<file path="config.mk">
export PLATFORM = sky130hd
export DESIGN_NAME = fifo_rd_ptr_ctrl
export DESIGN_NICKNAME = d
export VERILOG_FILES = /design/src/rtl/fifo_rd_ptr_ctrl.sv
export SDC_FILE = /design/constraint.sdc
export NUM_CORES = 1
export LEC_CHECK = 0
export ABC_AREA = 1
export CAP_MARGIN = 40
export CORE_MARGIN = 2
export CORE_UTILIZATION = 48
export CTS_BUF_LIST = sky130_fd_sc_hd__clkbuf_4 sky130_fd_sc_hd__clkbuf_8 sky130_fd_sc_hd__clkbuf_16
export DETAILED_ROUTE_END_ITERATION = 8
export PLACE_DENSITY = 0.77
export SETUP_SLACK_MARGIN = 0.2
export SYNTH_ARGS = -nofsm -noshare
export SYNTH_HDL_FRONTEND = slang
export SYNTH_SLANG_ARGS = --single-unit
</file>
<file path="constraint.sdc">
create_clock -name clk_r -period 3.4 [get_ports clk_r]
set_input_delay 0.51 -clock clk_r [delete_from_list [all_inputs] [get_ports clk_r]]
set_output_delay 0.51 -clock clk_r [all_outputs]
set_load 0.05 [all_outputs]
</file>
<file path="src/rtl/fifo_rd_ptr_ctrl.sv">
// Read-side pointer and flag controller for a dual-clock FIFO, operating entirely in clk_r.
// The underflow flag is built only when FIFO_RD_UNDERFLOW_CHK_EN is defined; otherwise it is tied low.
module fifo_rd_ptr_ctrl #(
    parameter int  DEPTH       = 16,
    parameter int  AE_LEVEL    = 2,
    parameter int  SYNC_STAGES = 2,
    localparam int AW          = $clog2(DEPTH)
) (
    input  logic          clk_r,
    input  logic          rst_r,
    input  logic          rd_en,
    input  logic [AW:0]   wptr_gray,
    output logic [AW-1:0] rptr,
    output logic [AW:0]   rptr_gray,
    output logic          r_wrap,
    output logic          rd_valid,
    output logic          empty,
    output logic          almost_empty,
    output logic [AW:0]   rd_count,
    output logic          underflow
);

    localparam logic [AW:0] AE_THRESH = (AW + 1)'(AE_LEVEL);
    localparam logic [AW:0] PTR_ONE   = {{AW{1'b0}}, 1'b1};

    logic [AW:0] wsync_last;
    logic [AW:0] wbin;
    logic [AW:0] rbin_reg;
    logic [AW:0] rbin_next;
    logic [AW:0] rptr_gray_reg;
    logic        rd_valid_reg;
    logic        accept;

    // Write-pointer synchronizer: the first stage is the only sampler of wptr_gray.
    genvar gi;
    generate
        for (gi = 0; gi < SYNC_STAGES; gi++) begin : g_sync
            logic [AW:0] stage_reg;
            if (gi == 0) begin : g_first
                always_ff @(posedge clk_r or posedge rst_r) begin
                    if (rst_r) begin
                        stage_reg <= '0;
                    end else begin
                        stage_reg <= wptr_gray;
                    end
                end
            end else begin : g_next
                always_ff @(posedge clk_r or posedge rst_r) begin
                    if (rst_r) begin
                        stage_reg <= '0;
                    end else begin
                        stage_reg <= g_sync[gi-1].stage_reg;
                    end
                end
            end
        end
    endgenerate

    assign wsync_last = g_sync[SYNC_STAGES-1].stage_reg;

    // Binary bit i is the XOR of all Gray bits from i upwards.
    generate
        for (gi = 0; gi <= AW; gi++) begin : g_g2b
            assign wbin[gi] = ^wsync_last[AW:gi];
        end
    endgenerate

    // Occupancy and flags come only from registered pointers, so they move on clk_r edges.
    assign rd_count     = wbin - rbin_reg;
    assign empty        = (rd_count == '0);
    assign almost_empty = (rd_count <= AE_THRESH);

    assign accept    = rd_en & ~empty;
    assign rbin_next = accept ? (rbin_reg + PTR_ONE) : rbin_reg;

    always_ff @(posedge clk_r or posedge rst_r) begin
        if (rst_r) begin
            rbin_reg      <= '0;
            rptr_gray_reg <= '0;
            rd_valid_reg  <= 1'b0;
        end else begin
            rbin_reg      <= rbin_next;
            rptr_gray_reg <= rbin_next ^ (rbin_next >> 1);
            rd_valid_reg  <= accept;
        end
    end

    assign rptr      = rbin_reg[AW-1:0];
    assign r_wrap    = rbin_reg[AW];
    assign rptr_gray = rptr_gray_reg;
    assign rd_valid  = rd_valid_reg;

`ifdef FIFO_RD_UNDERFLOW_CHK_EN
    logic underflow_reg;

    // Sticky until reset: any read attempt while empty is recorded.
    always_ff @(posedge clk_r or posedge rst_r) begin
        if (rst_r) begin
            underflow_reg <= 1'b0;
        end else begin
            underflow_reg <= underflow_reg | (rd_en & empty);
        end
    end

    assign underflow = underflow_reg;
`else
    assign underflow = 1'b0;
`endif

endmodule

</file>
==> results of run 1 <==
[area by class of cell]
cell class | instances | area [um^2] | area share [%]
clock buffer | 4 | 36.3 | 2.27
inverter | 16 | 62.6 | 3.92
multi-input combinational | 87 | 611 | 38.2
sequential | 20 | 500 | 31.3
tap | 28 | 35.0 | 2.19
timing repair buffer | 33 | 353 | 22.1
[timing repair]
action,in CTS,in global routing
resized for setup,5,9
pin swaps,6,4
endpoints found under the setup margin,5,9
buffers inserted,5,3
[placed cells by master (no fill, tap or decap), drive strengths merged]
cell	instances
nand3	13
xor2	7
dfrtp	20
conb	1
dlymetal6s2s	1
nor2	4
xnor2	1
clkbuf	5
nand3b	3
inv	16
nand2	48
clkdlybuf4s50	18
fa	1
a21oi	2
ha	5
nor3	1
buf	13
o21ai	1
[logic make-up after synthesis]
family | after synthesis
xor+xnor | 8
other cells | 1
buf+inv | 20
simple gates | 69
flops | 20
fa+ha+maj | 6
compound gates | 3
[worst max-delay path, cell delays in order, from the launching register on]
cell and delay (ns):
dfrtp_1 0.42, xor2_2 0.22, xor2_2 0.22, xor2_2 0.20, xnor2_1 0.15, ha_2 0.20
inv_2 0.04, fa_2 0.38, nand3_2 0.11, nand2_1 0.07, nand2_2 0.09, nand2_4 0.07
nor2_4 0.14, nand2_8 0.06, inv_4 0.06, buf_12 0.12
[path summary, 6_finish.rpt]
check	startpoint	endpoint	slack, ns	cells past startpoint
worst max-delay path	g_sync[1].stage_reg[3]	empty	0.04	15
worst min-delay path	g_sync[0].stage_reg[0]	g_sync[1].stage_reg[0]	0.36	0
worst max register to register	g_sync[1].stage_reg[3]	rptr_gray[1]	0.37	19
worst min register to register	g_sync[0].stage_reg[0]	g_sync[1].stage_reg[0]	0.36	0
max in group asynchronous	rst_r	rptr_gray[3]	2.33	2
min in group asynchronous	rst_r	rbin_reg[4]	0.62	2
[layer usage]
| metal | vias up | wire length [um] | global-route usage (%) |
|---|---|---|---|
| li1 | 451 | - | - |
| met1 | 427 | 1000 | 23.1 |
| met2 | 20 | 1080 | 29.4 |
| met3 | 4 | 90 | 2.00 |
| met4 | 0 | 25 | 7.69 |
| met5 | - | 0 | 0 |
[through the flow]
step	hold slack [ns]	area (um^2)	std cells
finish	0.358	1600	188
global route	0.363	1600	188
CTS	0.361	1550	185
detailed placement	0.336	1460	176
global placement	0.332	1460	176
floorplan	0.331	1170	127
==> impl_metrics.csv, run 1 <==
group,metric,value,unit
run_status,status,"finished clean",
floorplanning,rows,17,
yosys,synth_xor_area_share,8.10,%
yosys,synth.distinct_cells,25,
final_layout,area_growth_syn_to_layout,39.7,%
detailed_routing,ant_nets,0,
clocking,cts-root-buf,"clkbuf_4",
floorplanning,die-width,52.8,um
place,dp_slack,0.160,ns
timing,timing.final.crit_share,98.9,%
global_route,grt_first_pass_wirelength,3620,um
detailed_routing,drt_iter0_markers,22,
place,place.gp.congestion,0.847,
timing,hold_viol_final,0,
setup_path,cp_max_fo,3,
yosys,synthTopCellsByArea,"dfrtp_1 (44%), nand2_1 (13%), ha_1 (5.5%), nand3_1 (4.4%), inv_1 (4.3%)",
final_layout,nets,175,
yosys,synth.area.mux_share,0,%
global_route,grt_antenna_before_repair,0,
yosys,yosysSeqAreaShare,43.8,%
global_route,grt.overflow.total,0,
timing,layout_min_cycle_time,3.36,ns
setup_path,cp-end-kind,"output pin",
final_layout,drive_gt1_share,28.7,%
timing,setup_viol,0,
clocking,clkTransAtPathRegs,0.10,ns
clocking,cts-htree-levels,1,
global_route,grt_pass1_vias,849,
timing,max_slew_margin,51.7,%
final_layout,diodes,0,
clocking,cts_tree,"yes",
setup_path,worstPathRequired,2.89,ns
timing,fin_ws,0.0368,ns
detailed_routing,drc,0,
clocking,clock_latency,0.30,ns
yosys,avgSynthCellArea,9.00,um^2
clocking,cts_buffers,3,
final_layout,fin_util,71.5,%
yosys,synth_fa_ha_area_share,7.22,%
setup_path,arrival,2.85,ns
yosys,netlist_top_cells_count,"nand2_1 (39), dfrtp_1 (20), inv_1 (13)",
place,dp_hpwl,1630,um
detailed_routing,drtPass1Iterations,4,
timing,worst_slew_pin_slew,0.724,ns
floorplanning,io_pins,27,
clocking,cts_hold_buf,0,
detailed_routing,routedWlPerCell,11.7,um
yosys,synth_seq_cells,20,
floorplanning,initial_core_util,51.2,%
detailed_routing,vias,902,
clocking,cts.sinks,20,
yosys,netlist_instances,127,
floorplanning,die_y,52.8,um
yosys,async_flop_share,100,%
final_layout,largest_reg_flops,10,
setup_path,start_kind,"register",
yosys,synth_top_family_by_area,"simple AND/OR/NAND/NOR gates",
worst_hold_path,hp-class,"register to register",
yosys,yosys.area.top_type_share,43.8,%
timing,max_freq,297,MHz
yosys,syn-num-nets,141,
timing,fin_skew,0.00580,ns
yosys,yosys.area_share.simple,31.0,%
final_layout,nFillCells,183,
yosys,ys_warn_count,0,
timing,setup-tns-final,0,ns
clocking,clockBufferDepth,2,
global_route,grt_max_degree,21,
yosys,synthFlopType,"dfrtp_1",
yosys,synth_top_area_cell,"dfrtp_1",
place,port_buffers,25,
detailed_routing,drt_wl_total,2200,um
global_route,grt_usage,17.7,%
timing,rsz0062_at_grt,"true",
floorplanning,dieArea,2790,um^2
flow_run,cap_violations,0,
detailed_routing,viasPerCell,4.80,
yosys,synth_edf_count,0,
setup_path,critPathKind,"register to output pin",
yosys,yosysMostFrequentCell,"nand2_1",
floorplanning,core_region_area,2230,um^2
yosys,synth_compound_area_share,1.31,%
timing,slew_viol_final,0,
yosys,syn_area,1140,um^2
Power of run 1 is left out: the tool's default activity adds up to more than one toggle a clock period on the data nets, which glitch-free logic cannot reach.
==> run 2: changes to the inputs <==
- ABC_AREA: 1 -> default
- CORE_UTILIZATION: 48 -> 46
==> impl_metrics.csv, run 2 <==
group,metric,value,unit
run_status,status,"finished, violations left",
run_status,violations,"setup timing",
yosys,yosysSeqAreaShare,51.6,%
detailed_routing,routedWlPerCell,16.3,um
yosys,synth_edf_count,0,
clocking,cts.sinks,20,
yosys,synthFlopType,"dfrtp_1",
global_route,grt_usage,19.8,%
detailed_routing,vias,807,
floorplanning,rows,16,
setup_path,critPathMaxStageDelay,0.41,ns
floorplanning,io_pins,27,
timing,layout_min_cycle_time,3.83,ns
setup_path,path_common_cell,"xor2_2",
final_layout,diodes,0,
worst_hold_path,hp-class,"register to register",
yosys,yosysMostFrequentCell,"dfrtp_1",
global_route,grt_max_degree,21,
final_layout,largest_reg_flops,10,
yosys,netlist_top_cells_count,"dfrtp_1 (20), xnor2_1 (10), inv_1 (6)",
setup_path,cp_slowest_cell,"dfrtp_1",
detailed_routing,drtPass1Iterations,4,
setup_path,cp-end-kind,"output pin",
setup_path,critPathKind,"register to output pin",
global_route,grt_first_pass_wirelength,3710,um
clocking,clockBufferDepth,2,
detailed_routing,drt_wl_total,2610,um
timing,slew_viol_final,0,
clocking,cts-htree-levels,1,
setup_path,path_buf_inv,3,
timing,timing.final.crit_share,113,%
yosys,yosys.area.top_type_share,51.6,%
global_route,grt_antenna_before_repair,0,
place,place.gp.congestion,0.850,
yosys,synth.distinct_cells,29,
final_layout,mostFrequentLayoutCells,"dfrtp_1 (20), clkdlybuf4s50_1 (19), buf_4 (16)",
timing,worst_slew_pin_slew,0.716,ns
yosys,synth_seq_cells,20,
yosys,avgSynthCellArea,12.0,um^2
place,dp_hpwl,1480,um
timing,fin_skew,0.00634,ns
timing,hold_viol_final,0,
setup_path,cp_max_fo,2,
timing,max_slew_margin,52.2,%
yosys,synth_top_area_cell,"dfrtp_1",
clocking,cts_tree,"yes",
timing,max_freq,261,MHz
yosys,netlist_instances,81,
place,port_buffers,25,
final_layout,area_growth_syn_to_layout,75.4,%
timing,fin_ws,-0.433,ns
setup_path,cp_top_family,"XOR/XNOR gates",
clocking,cts_hold_buf,0,
clocking,cts_buffers,3,
floorplanning,core_region_area,1980,um^2
setup_path,worstPathRequired,2.89,ns
yosys,synthTopCellsByArea,"dfrtp_1 (52%), xnor2_1 (9.0%), ha_1 (6.5%), xor2_1 (4.5%), a2111oi_4 (2.8%)",
detailed_routing,viasPerCell,5.04,
yosys,ys_warn_count,0,
final_layout,drive_gt1_share,44.4,%
flow_run,cap_violations,0,
yosys,async_flop_share,100,%
timing,hold_slack,0.362,ns
timing,rsz0062_at_grt,"true",
global_route,grt_pass1_vias,832,
floorplanning,dieArea,2490,um^2
final_layout,mostFrequentLayoutCell,"dfrtp_1",
floorplanning,initial_core_util,48.9,%
global_route,grt.overflow.total,0,
detailed_routing,ant_nets,0,
setup_path,start_kind,"register",
clocking,cts-root-buf,"clkbuf_4",
clocking,clkTransAtPathRegs,0.11,ns
setup_path,arrival,3.32,ns
floorplanning,die_y,49.9,um
detailed_routing,drc,0,
setup_path,crit_path_cell_trace,"xor2_2 > xor2_2 > xor2_2 > xnor2_1 > ha_2 > inv_2 > fa_2 > xor2_4 > or3_4 > a2111oi_4 > buf_4 > buf_12",
timing,setup_viol,13,
yosys,syn-num-nets,95,
clocking,clock_latency,0.30,ns
detailed_routing,drt_iter0_markers,12,
final_layout,nets,148,
yosys,syn_area,970,um^2
floorplanning,die-width,49.9,um
-- run 2: path summary, 6_finish.rpt --
check	start	depth (start not counted)	slack, ns	end
max	g_sync[1].stage_reg[3]	12	-0.43	empty
min	g_sync[0].stage_reg[2]	0	0.36	g_sync[1].stage_reg[2]
max reg2reg	g_sync[1].stage_reg[3]	17	-0.30	rptr_gray[3]
min reg2reg	g_sync[0].stage_reg[2]	0	0.36	g_sync[1].stage_reg[2]
max in group asynchronous	rst_r	2	2.33	rd_valid
min in group asynchronous	rst_r	2	0.61	g_sync[1].stage_reg[2]
-- run 2: through the flow --
stage	utilization [%]	setup WS [ns]	TNS, ns	std cells	instance area (um^2)
after global routing	85.8	-0.598	-5.33	160	1700
after detailed placement	72.5	-0.0806	-0.252	143	1440
after floorplan	-	-0.597	-5.16	81	1020
after CTS	79.5	-0.363	-1.22	153	1580
after global placement	72.5	-0.0381	-0.0381	143	1440
final	85.8	-0.433	-2.95	160	1700
-- run 2: timing repair --
action                                  in CTS  in global routing
buffers inserted                             6                  7
gates resized for setup                     16                 14
pin swaps                                   17                 15
endpoints found under the setup margin      14                 17
-- run 2: cell families (layout without fill, tap and decap cells) --
kind of cell / count (synthesis) / count (layout) / share of synthesized area, %
buffers and inverters: 9 / 61 / 4.52
multiplexers: 2 / 2 / 2.06
XOR/XNOR: 15 / 15 / 13.5
AND/OR/NAND/NOR: 17 / 17 / 10.2
flip-flops: 20 / 20 / 51.6
AO/OA/AOI/OAI: 11 / 11 / 9.16
other: 1 / 1 / 0.387
adder cells (fa/ha/maj): 6 / 6 / 8.52
-- run 2: worst register-to-register path, delay by kind of cell (launching register included) --
| family | cells | cell delay (ns) |
|---|---|---|
| compound gates | 2 | 0.32 |
| xor+xnor | 6 | 1.18 |
| fa+ha+maj | 2 | 0.62 |
| buf+inv | 5 | 0.56 |
| flops | 1 | 0.41 |
| simple gates | 2 | 0.50 |
-- run 2: metal layers --
metal	GRT usage (%)	part of all wire (%)	vias to the layer above	wire, um
met3	4.55	3.5	6	91
met4	5.09	2.7	0	70
met5	0	0	-	0
met1	21.1	38	404	1000
li1	-	-	370	-
met2	38.4	55	27	1450
-- run 2: final cells by class --
type | count | area (um^2)
well taps | 27 | 33.8
flip-flops and latches | 20 | 500
fillers | 92 | 282
repair buffers | 50 | 537
clock buffers | 4 | 36.3
multi-input cells | 52 | 562
inverters | 7 | 31.3
Power of run 2 is left out for the same reason.
